`config.mk`:
```
export PLATFORM = sky130hd
export DESIGN_NAME = fp_mac_sequencer
export DESIGN_NICKNAME = d
export VERILOG_FILES = /design/src/rtl/fp_mac_sequencer.sv
export SDC_FILE = /design/constraint.sdc
export NUM_CORES = 1
export LEC_CHECK = 0
export ABC_AREA = 1
export BUFFER_PORTS_ARGS = -buffer_cell sky130_fd_sc_hd__buf_2
export CORE_UTILIZATION = 47
export DETAILED_ROUTE_END_ITERATION = 16
export GPL_TIMING_DRIVEN = 0
export MAX_ROUTING_LAYER = met4
export PLACE_DENSITY_LB_ADDON = 0.12
export REMOVE_ABC_BUFFERS = 1
export SYNTH_ARGS = -nofsm -noshare
export SYNTH_HDL_FRONTEND = slang
export SYNTH_SLANG_ARGS = --single-unit
```
`constraint.sdc`:
```
create_clock -name i_clk -period 2.1 [get_ports i_clk]
set_clock_uncertainty 0.15 [all_clocks]
set_input_delay 0.105 -clock i_clk [delete_from_list [all_inputs] [get_ports i_clk]]
set_output_delay 0.105 -clock i_clk [all_outputs]
set_load 0.01 [all_outputs]
```
`src/rtl/fp_mac_sequencer.sv`:
```
`default_nettype none
// ============================================================================
//  Module   : fp_mac_sequencer
//  Purpose  : Requester-side controller for a TAPS-long floating-point dot
//             product, result = sum(coef[k] * sample[k]). Walks the tap
//             store, issues one multiply and one accumulate per tap through
//             the shared fp wrappers' en/done handshake and reports the
//             final IEEE-754 single-precision sum.
//  Ports    : i_clk, i_rst          clock, synchronous active-high reset
//             i_start               run request (sampled only in IDLE)
//             o_busy/o_done/o_error run status, done pulse, timeout flag
//             o_result              last successfully completed sum
//             o_rd_addr             tap index to store; i_coef/i_sample
//                                   return data one cycle later
//             o_mul_en/a/b, i_mul_result/i_mul_done   multiplier handshake
//             o_add_en/a/b, i_add_result/i_add_done   adder handshake
//  Revision : 1.0  initial release
// ============================================================================
module fp_mac_sequencer #(
    parameter int TAPS    = 8,
    parameter int ADDR_W  = 3,
    parameter int TIMEOUT = 15
) (
    input  logic              i_clk,
    input  logic              i_rst,
    input  logic              i_start,
    output logic              o_busy,
    output logic              o_done,
    output logic              o_error,
    output logic [31:0]       o_result,
    output logic [ADDR_W-1:0] o_rd_addr,
    input  logic [31:0]       i_coef,
    input  logic [31:0]       i_sample,
    output logic              o_mul_en,
    output logic [31:0]       o_mul_a,
    output logic [31:0]       o_mul_b,
    input  logic [31:0]       i_mul_result,
    input  logic              i_mul_done,
    output logic              o_add_en,
    output logic [31:0]       o_add_a,
    output logic [31:0]       o_add_b,
    input  logic [31:0]       i_add_result,
    input  logic              i_add_done
);

    localparam int              c_WAIT_W  = $clog2(TIMEOUT + 1);
    localparam logic [c_WAIT_W-1:0] c_TIMEOUT = c_WAIT_W'(TIMEOUT);
    localparam logic [c_WAIT_W-1:0] c_ONE     = c_WAIT_W'(1);
    localparam logic [ADDR_W-1:0]   c_LAST    = ADDR_W'(TAPS - 1);

    typedef enum logic [2:0] {
        S_IDLE     = 3'd0,
        S_FETCH    = 3'd1,
        S_LATCH    = 3'd2,
        S_MUL_REQ  = 3'd3,
        S_MUL_WAIT = 3'd4,
        S_ADD_REQ  = 3'd5,
        S_ADD_WAIT = 3'd6
    } state_t;

    state_t              r_state;
    state_t              w_next;
    logic                w_mul_en;
    logic                w_add_en;
    logic                w_expired;

    logic [ADDR_W-1:0]   r_k;
    logic [c_WAIT_W-1:0] r_wait;
    logic [31:0]         r_acc;
    logic [31:0]         r_result;
    logic [31:0]         r_mul_a;
    logic [31:0]         r_mul_b;
    logic [31:0]         r_add_b;
    logic                r_done;
    logic                r_error;

    // r_wait holds the index (1-based) of the current wait cycle, so the
    // last permitted cycle is the one where it equals TIMEOUT.
    assign w_expired = (r_wait == c_TIMEOUT);

    // ------------------------------------------------------------------
    // State register
    // ------------------------------------------------------------------
    always_ff @(posedge i_clk) begin
        if (i_rst) begin
            r_state <= S_IDLE;
        end else begin
            r_state <= w_next;
        end
    end

    // ------------------------------------------------------------------
    // Next-state and request strobes
    // ------------------------------------------------------------------
    always_comb begin
        w_next   = r_state;
        w_mul_en = 1'b0;
        w_add_en = 1'b0;
        case (r_state)
            S_IDLE: begin
                if (i_start) begin
                    w_next = S_FETCH;
                end
            end
            S_FETCH:   w_next = S_LATCH;
            S_LATCH:   w_next = S_MUL_REQ;
            S_MUL_REQ: begin
                w_mul_en = 1'b1;
                w_next   = S_MUL_WAIT;
            end
            S_MUL_WAIT: begin
                // A done in the final permitted cycle still wins.
                if (i_mul_done) begin
                    w_next = S_ADD_REQ;
                end else if (w_expired) begin
                    w_next = S_IDLE;
                end
            end
            S_ADD_REQ: begin
                w_add_en = 1'b1;
                w_next   = S_ADD_WAIT;
            end
            S_ADD_WAIT: begin
                if (i_add_done) begin
                    w_next = (r_k == c_LAST) ? S_IDLE : S_FETCH;
                end else if (w_expired) begin
                    w_next = S_IDLE;
                end
            end
            default: w_next = S_IDLE;
        endcase
    end

    // ------------------------------------------------------------------
    // Datapath and status registers
    // ------------------------------------------------------------------
    always_ff @(posedge i_clk) begin
        if (i_rst) begin
            r_k      <= '0;
            r_wait   <= '0;
            r_acc    <= '0;
            r_result <= '0;
            r_mul_a  <= '0;
            r_mul_b  <= '0;
            r_add_b  <= '0;
            r_done   <= 1'b0;
            r_error  <= 1'b0;
        end else begin
            r_done <= 1'b0;
            case (r_state)
                S_IDLE: begin
                    if (i_start) begin
                        r_k     <= '0;
                        r_acc   <= '0;
                        r_error <= 1'b0;
                    end
                end
                S_LATCH: begin
                    // Store data is valid now, one cycle after rd_addr.
                    r_mul_a <= i_coef;
                    r_mul_b <= i_sample;
                end
                S_MUL_REQ: begin
                    r_wait <= c_ONE;
                end
                S_MUL_WAIT: begin
                    if (i_mul_done) begin
                        r_add_b <= i_mul_result;
                    end else if (w_expired) begin
                        r_error <= 1'b1;
                        r_done  <= 1'b1;
                    end else begin
                        r_wait <= r_wait + c_ONE;
                    end
                end
                S_ADD_REQ: begin
                    r_wait <= c_ONE;
                end
                S_ADD_WAIT: begin
                    if (i_add_done) begin
                        r_acc <= i_add_result;
                        if (r_k == c_LAST) begin
                            r_result <= i_add_result;
                            r_done   <= 1'b1;
                        end else begin
                            r_k <= r_k + ADDR_W'(1);
                        end
                    end else if (w_expired) begin
                        r_error <= 1'b1;
                        r_done  <= 1'b1;
                    end else begin
                        r_wait <= r_wait + c_ONE;
                    end
                end
                default: ;
            endcase
        end
    end

    // ------------------------------------------------------------------
    // Outputs. add_a follows the accumulator directly: acc only changes
    // after the add_done cycle, so it is stable across each add request.
    // ------------------------------------------------------------------
    assign o_busy    = (r_state != S_IDLE);
    assign o_done    = r_done;
    assign o_error   = r_error;
    assign o_result  = r_result;
    assign o_rd_addr = r_k;
    assign o_mul_en  = w_mul_en;
    assign o_mul_a   = r_mul_a;
    assign o_mul_b   = r_mul_b;
    assign o_add_en  = w_add_en;
    assign o_add_a   = r_acc;
    assign o_add_b   = r_add_b;

endmodule
`default_nettype wire

```
* Yosys cells after proc, flatten, opt, wreduce, memory -nomap -nowiden *
Index checks and enable logic that the tools add are counted.

cells by class
  add/sub/neg operators = 2
  equal/unequal tests = 13
  muxes and demuxes = 29
  reductions and logical operators = 12

operators by type and width
  cell                                                              count
  32-bit 2-to-1 mux                                                 2
  32-bit one-hot mux with 2 select lines                            1
  3-bit 2-to-1 mux                                                  7
  3-bit one-hot mux with 7 select lines                             1
  3-bit == test (second input constant)                             4
  4-bit 2-to-1 mux                                                  3
  4-bit one-hot mux with 3 select lines                             1
  1-bit 2-to-1 mux                                                  11
  2-bit != test (second input constant)                             5
  3-bit AND reduction                                               3
  3-bit nonzero test                                                3
  4-bit AND reduction                                               2
  3-bit by 2-bit == test with 1-bit output (second input constant)  2
  3-bit one-hot mux with 2 select lines                             1
  4-bit by 1-bit adder with 4-bit output (second input constant)    1
  4-bit == test (second input constant)                             1
  3-bit by 1-bit adder with 3-bit output (second input constant)    1
  3-bit by 1-bit == test with 1-bit output (second input constant)  1
  3-bit logical NOT                                                 1
  1-bit one-hot mux with 3 select lines                             1
  1-bit one-hot mux with 2 select lines                             1
  2-bit AND reduction                                               1
  2-bit nonzero test                                                1
  2-bit OR reduction                                                1

word-level totals
  register bits = 172
  input bits = 133
  output and inout bits = 168
  logic and storage cells = 66

* Depth between registers and ports, before layout *
Gate-level depths: netlist of run 1.

  depth in word-level cells = 4
  gate-level depth with buffers = 10
  depth with buffers taken out = 8

* Least setup slack after synthesis of run 1 *
OpenSTA, ideal clock, no wires.

  path type = register to register
  start = reg r_k[0], in the netlist o_rd_addr[0]
  end = reg r_result[22], in the netlist o_result[22]
  setup time = 116 ps
  arrival time = 1299 ps
  required time = 1834 ps
  path slack = 535 ps
  cell stages (with the launch flop) = 9
  path buffers = 1
  period minus slack after synthesis = 1565 ps
  path through = dfxtp_1 > ha_1 > ha_1 > inv_1 > nor2_2 > inv_2 > buf_2 > nor2_1 > nor2_1

between the ends
  word-level cells in the longest chain between the ends = 2

RTL lines
  element                        line  source
  from (decl)                    67    logic [ADDR_W-1:0] r_k;
  from (signal assigned)         186   r_k <= r_k + ADDR_W'(1);
  3-bit == test                  182   if (r_k == c_LAST) begin
  3-bit AND reduction (no line)  --
  to (signal assigned)           183   r_result <= i_add_result;
  to (decl)                      70    logic [31:0] r_result;

Every way passes these cells.
A chain may end at the register's enable or synchronous reset.

* Worst setup path in the final report of run 1 *
  start = reg r_state[2]
  end = reg r_add_b[3], in the netlist o_add_b[3]

between the ends
  word-level cells in the longest chain between the ends = 2

RTL lines
  element                        line  source
  from (decl)                    61    state_t r_state;
  from (signal assigned)         88    r_state <= w_next;
  3-bit == test                  150   case (r_state)
  2-bit AND reduction (no line)  --
  to (signal assigned)           168   r_add_b <= i_mul_result;
  to (decl)                      73    logic [31:0] r_add_b;

Every way passes these cells.

==> flow_summary.yaml, run 1 <==
global_routing:
  grt_pass1_wl_um: 33190
  grtUsageMet3_pct: 6.416
  antenna_found_initial: 0
  grt_pass1_vias: 6798
  overflow: 0
  grt.total_usage_pct: 30.16
  met2_usage_pct: 51.70
  grt_max_degree: 92
  use_met1_pct: 33.88
  busiest_layer: "met2"
timing:
  drv_slew: 0
  max_slew_margin_pct: 50.38
  hold_viol: 0
  fin_crit_ns: 2.012
  grt_setup_unrepaired: "true"
  fmaxAchievable_ghz: 0.4970
  finalSetupViolations: 0
  post-route-period-util_pct: 95.81
  worst_pin_slew_ns: 0.7443
floorplan:
  core_area_um2: 13400
  initial_core_util_pct: 48.74
  io_pins: 301
  row_count: 42
  die_x_um: 119.9
  die_h_um: 119.9
  die_area_um2: 14370
yosys:
  ys_ff_latch: 172
  ys_seq_area_share_pct: 52.72
  avgSynthCellArea_um2: 7.439
  synth_cell_types: 25
  synth_cells: 878
  netlist_area_um2: 6531
  ys_warn_count: 0
critical_path:
  endpoint_kind: "flip-flop"
  start_kind: "flip-flop"
  r2r-end: "o_add_b[3]"
  slowest_stage: "nor2_2"
  worstPathMaxFanout: 16
  reg2regPathDepth: 4
  arrival_ns: 2.20
  r2r_setup_slack_ns: 0.09
  crit_required_ns: 2.29
  r2r-start: "r_state[2]"
  critPathKind: "flip-flop to flip-flop"
  crit_chain: "nand2_1 > nor2_2 > nand3_1 > a21oi_1"
  max_stage_delay_ns: 0.66
power:
  leakage_uw: 0.004850
  max-vdd-ir-drop_mv: 0.5669
  power.density_nw_per_um2: 1124
  fin_total_pwr_uw: 11280
place:
  dp.cells: 1298
  routabilityCongestion: 0.7716
  port_buffers: 300
  dpl.hpwl_um: 11670
routing:
  first_pass_iters: 5
  wl_um: 21330
  drt_first_iter_violations: 428
  postRouteAntennaNets: 0
  wl_per_cell_um: 14.54
  via_per_inst: 4.891
  vias: 7175
  drcViolationCount: 0
finish:
  syn_to_final_growth_pct: 53.66
  fill_cells: 1032
  final_net_count: 1414
  fin_cells: 1467
  drive_above_1_share_pct: 27.42
  antennaDiodeCount: 0
worst_hold_path:
  whs_endpoint: "o_rd_addr[2]"
  hp-start: "i_rst"
  hp-class: "input pin to flip-flop"
  hold_path_depth: 2
clock_network:
  path_clk_slew_ns: 0.06
  h-tree-depth: 4
  clock_tree.root_cell: "clkbuf_16"
  cts_tree: "yes"
  cts_buffers: 17
  clock_latency_ns: 0.41
  cts_buffer_depth: 2
  numClockSinks: 172
run:
  cap_violations: 0
run_status:
  status: "completed"
[layout by cell type (no fill, tap or decap), drive strengths merged]
cell	n
clkinvlp	4
dfxtp	172
o211ai	1
nand3	49
a21oi	103
ha	3
xnor2	1
bufinv	2
o21ai	100
nand4	4
dlygate4sd3	130
buf	306
a31oi	1
inv	87
nand2	153
clkinv	3
clkbuf	22
nor2	150
[layer usage]
| layer | vias up | routed length, um |
|---|---|---|
| li1 | 3596 | - |
| met3 | 40 | 1361 |
| met2 | 284 | 10670 |
| met4 | 0 | 553 |
| met1 | 3255 | 8750 |
| met5 | - | 0 |
[sequential cells by signal, summed over array words and instances (netlist names)]
name and flops:
o_add_a 32, o_add_b 32, o_done 1, o_error 1
o_mul_a 32, o_mul_b 32, o_rd_addr 3, o_result 32
r_state 3, r_wait 4
[worst max-delay path by stage]
stage	end	start	slack, ns	depth (start not counted)
floorplan	o_mul_a[0]	r_state[1]	-1.37	3
detailed placement	o_result[3]	r_state[1]	-1.0	5
global placement	o_mul_b[18]	r_state[1]	-2.67	3
global route	o_add_b[11]	r_state[2]	-0.02	4
finish	o_add_b[3]	r_state[2]	0.09	4
CTS	o_add_a[4]	r_state[1]	0.007	7
[per-stage QoR]
step / TNS (ns) / util, % / cell area (um2) / hold WS (ns) / worst slack [ns]
2_1_floorplan: -92.20 / - / 6272 / 0.02407 / -1.371
3_3_place_gp: -288.25 / 59.65 / 7994 / 0.1946 / -2.666
3_5_place_dp: -36.31 / 60.18 / 8064 / 0.2007 / -0.9982
4_1_cts: 0 / 74.82 / 10030 / 0.08334 / 0.006507
5_1_grt: -0.1262 / 74.89 / 10040 / 0.1320 / -0.02298
6_report: 0 / 74.89 / 10040 / 0.1064 / 0.08800
[worst max-delay path: cells and delay by family, from the launching register on]
family / cells / cell delay (ns)
AO/OA/AOI/OAI: 1 / 0.17
flip-flops: 1 / 0.47
AND/OR/NAND/NOR: 3 / 1.15
[area by class of cell]
type | instances | area [um2] | share of cell area (%)
sequential | 172 | 3445 | 34.32
timing repair buffer | 436 | 2888 | 28.77
multi-input combinational | 565 | 2562 | 25.53
clock buffer | 22 | 474.2 | 4.725
inverter | 86 | 332.8 | 3.316
tap | 176 | 220.2 | 2.194
clock inverter | 10 | 113.9 | 1.135
[cell families after synthesis]
logic type / share of synthesized area [%]
DFF: 52.72
and+or+nand+nor: 21.86
AOI/OAI and AO/OA: 15.77
buffers and inverters: 8.947
adders and majority gates: 0.5748
xor gates and xnor gates: 0.1341
[cells in the mapped netlist]
master / n / share of area [%]
ha_1: 3 / 0.57
nand4_2: 1 / 0.19
a31oi_1: 1 / 0.096
nor2_1: 143 / 8.2
o211ai_1: 1 / 0.11
nand3_1: 48 / 3.7
inv_2: 3 / 0.17
nor2_4: 1 / 0.17
clkbuf_2: 2 / 0.15
inv_4: 1 / 0.096
nand3_2: 1 / 0.15
nand4_1: 3 / 0.29
xnor2_1: 1 / 0.13
nand2_1: 151 / 8.7
clkbuf_1: 26 / 1.5
inv_1: 82 / 4.7
dfxtp_1: 172 / 53
buf_4: 3 / 0.34
o21ai_1: 6 / 0.46
buf_2: 22 / 1.7
o21ai_0: 94 / 7.2
nor2_2: 3 / 0.29
nand2_2: 2 / 0.19
a21oi_1: 103 / 7.9
buf_1: 5 / 0.29
[timing repair]
| action | in CTS | in global routing |
|---|---|---|
| buffers inserted | 4 | 0 |
| hold buffers | 130 | 0 |
| gates cloned | 2 | 1 |
| gates resized for setup | 6 | 3 |
| pin swaps | 2 | 1 |
| setup endpoints to repair | 73 | 88 |
| endpoints found under the hold margin | 164 | 0 |
[power by group]
group	switching, uW	total [uW]	leakage (uW)	internal (uW)
registers	397	4360	0.00140	3960
clock network	1260	3110	0.000279	1840
logic	2370	3810	0.00317	1440
total	4030	11300	0.00485	7240
(Power assumes the default switching activity.)
==> run 2: changes to the inputs <==
--- a/config.mk
+++ b/config.mk
@@ -7,7 +7,9 @@
 export LEC_CHECK = 0
 export ABC_AREA = 1
 export BUFFER_PORTS_ARGS = -buffer_cell sky130_fd_sc_hd__buf_2
-export CORE_UTILIZATION = 47
+export CELL_PAD_IN_SITES_DETAIL_PLACEMENT = 0
+export CELL_PAD_IN_SITES_GLOBAL_PLACEMENT = 1
+export CORE_UTILIZATION = 32
 export DETAILED_ROUTE_END_ITERATION = 16
 export GPL_TIMING_DRIVEN = 0
 export MAX_ROUTING_LAYER = met4
==> run 2 against run 1 <==
Routed wire length is 0.83% lower. Via count down 4.7%. Sequential share of layout area down 0.34 points. Clock power increased by 2%. Setup slack better by 0.12 ns. Utilization down 23 points. Maximum frequency is 6.2% higher. Largest cell class unchanged. Highest routed layer unchanged.
==> flow_summary.yaml, run 2 (same netlist as run 1, synthesis figures left out) <==
run_status:
  status: "completed"
power:
  power.density_nw_per_um2: 1117
  internal_power_uw: 7234
  pwr-share-comb_pct: 33.7
  fin_total_pwr_uw: 11330
  seq_power_share_pct: 38.3
  leakage_uw: 0.004858
  max-vdd-ir-drop_mv: 0.6058
  swShare_pct: 36.17
  p_sw_uw: 4100
  p_clk_share_pct: 28.0
critical_path:
  r2r-end: "o_add_b[27]"
  cp_top_family: "simple AND/OR/NAND/NOR gates"
  arrival_ns: 2.08
  slowest_stage: "nor2_4"
  worstPathMaxFanout: 33
  r2r-start: "r_state[0]"
  max_stage_delay_ns: 0.60
  critPathKind: "flip-flop to flip-flop"
  r2r_setup_slack_ns: 0.21
  reg2regPathDepth: 5
  crit_chain: "inv_4 > nand2_2 > nor2_4 > nand3_1 > a21oi_1"
  start_kind: "flip-flop"
  path_buf_inv: 1
  endpoint_kind: "flip-flop"
  crit_required_ns: 2.29
routing:
  vias: 6837
  wl_um: 21150
  wl_per_cell_um: 13.63
  via_per_inst: 4.405
  postRouteAntennaNets: 0
  first_pass_iters: 4
  drt_first_iter_violations: 212
  drcViolationCount: 0
timing:
  drv_slew: 0
  grt_setup_unrepaired: "false"
  max_slew_margin_pct: 47.18
  post-route-period-util_pct: 90.24
  worst_pin_slew_ns: 0.7923
  fin_ws_ns: 0.2051
  finalSetupViolations: 0
  hold_viol: 0
  fin_crit_ns: 1.895
  fmaxAchievable_ghz: 0.5277
global_routing:
  grt_pass1_vias: 6223
  grt_pass1_wl_um: 30730
  grt.total_usage_pct: 19.26
  antenna_found_initial: 0
  grt_max_degree: 82
  overflow: 0
floorplan:
  row_count: 51
  die_area_um2: 20990
  initial_core_util_pct: 33.12
  core_area_um2: 19720
  die_x_um: 144.9
  die_h_um: 144.9
  io_pins: 301
finish:
  finish.instance_area_um2: 10150
  syn_to_final_growth_pct: 55.36
  layout_common_cells: "300 x buf_2, 170 x dfxtp_1, 149 x nand2_1"
  drive_above_1_share_pct: 27.66
  antennaDiodeCount: 0
  final_core_util_pct: 51.46
  fin_cells: 1552
  fill_cells: 1984
  final_common_cell: "buf_2"
  final_net_count: 1410
clock_network:
  numClockSinks: 172
  clock_latency_ns: 0.42
  cts_buffers: 17
  path_clk_slew_ns: 0.07
  clock_tree.root_cell: "clkbuf_16"
  cts_tree: "yes"
  h-tree-depth: 4
  cts_buffer_depth: 2
worst_hold_path:
  hold_path_depth: 5
  hp-class: "input pin to flip-flop"
  hp-start: "i_start"
  whs_endpoint: "r_state[0]"
run:
  cap_violations: 0
place:
  routabilityCongestion: 0.7374
  dpl.hpwl_um: 12910
  port_buffers: 300
  detailedPlace.worstSlack_ns: -0.4222
  place_area_um2: 8195
  dp.cells: 1388
[run 2: cell count changes in the layout (fill, tap and decap cells not counted), moves of 2 or more]
cell        change
inv_6           +3
clkinvlp_4      -3
nand2_2         +2
nand2_1         -2
clkinv_4        +2
nand3_2         +2
buf_4           -3
[run 2: final cells by class]
class / instances / area [um2] / area share (%)
Tap cell: 265 / 331.6 / 3.268
Clock buffer: 20 / 456.7 / 4.501
Multi-Input combinational cell: 564 / 2565 / 25.28
Sequential cell: 172 / 3448 / 33.98
Inverter: 86 / 335.3 / 3.305
Timing Repair Buffer: 433 / 2875 / 28.34
Clock inverter: 12 / 135.1 / 1.332
[run 2: worst max-delay path by stage]
stage | depth (start not counted) | from | to | slack [ns]
5_1_grt | 7 | r_state[1] | r_wait[0] | 0.02
6_report | 5 | r_state[0] | o_add_b[27] | 0.21
2_1_floorplan | 3 | r_state[1] | o_mul_a[0] | -1.37
4_1_cts | 8 | r_state[0] | o_rd_addr[2] | 0.01
3_3_place_gp | 3 | r_state[1] | o_mul_b[20] | -3.08
3_5_place_dp | 5 | r_state[1] | o_done | -0.42
[run 2: worst min-delay path: cells and delay by family]
kind / cells / cell delay [ns]
buf+inv: 3 / 0.15
simple gates: 2 / 0.31
[run 2: metrics by stage]
stage,TNS [ns],hold WS (ns)
2_1_floorplan,-92.20,0.02407
3_3_place_gp,-341.34,0.1955
3_5_place_dp,-19.98,0.1998
4_1_cts,0,0.006731
5_1_grt,0,0.03539
6_report,0,0.01780
[run 2: repair_timing]
action                                  4_1_cts  5_1_grt
pin swaps                                     3        1
endpoints found under the setup margin      114       44
gates resized for setup                       9        4
hold endpoints to repair                    163        0
cloned                                        0        2
hold buffers                                129        0
buffers inserted                              1        0
[run 2: layer usage]
layer / global-route usage (%) / wire length, um
met1: 23.45 / 9844
met2: 31.63 / 9874
met3: 4.113 / 1169
met4: 6.316 / 265
met5: - / 0
[run 2: power groups by stage]
| stage | Sequential, uW | Clock (uW) | Combinational (uW) |
|---|---|---|---|
| final | 4340 | 3170 | 3820 |
| after global routing | 4430 | 3420 | 4340 |
| after CTS | 4320 | 3280 | 3790 |
| after detailed placement | 4380 | 0 | 3570 |
| after global placement | 4370 | 0 | 3220 |
| after floorplan | 4690 | 0 | 1860 |
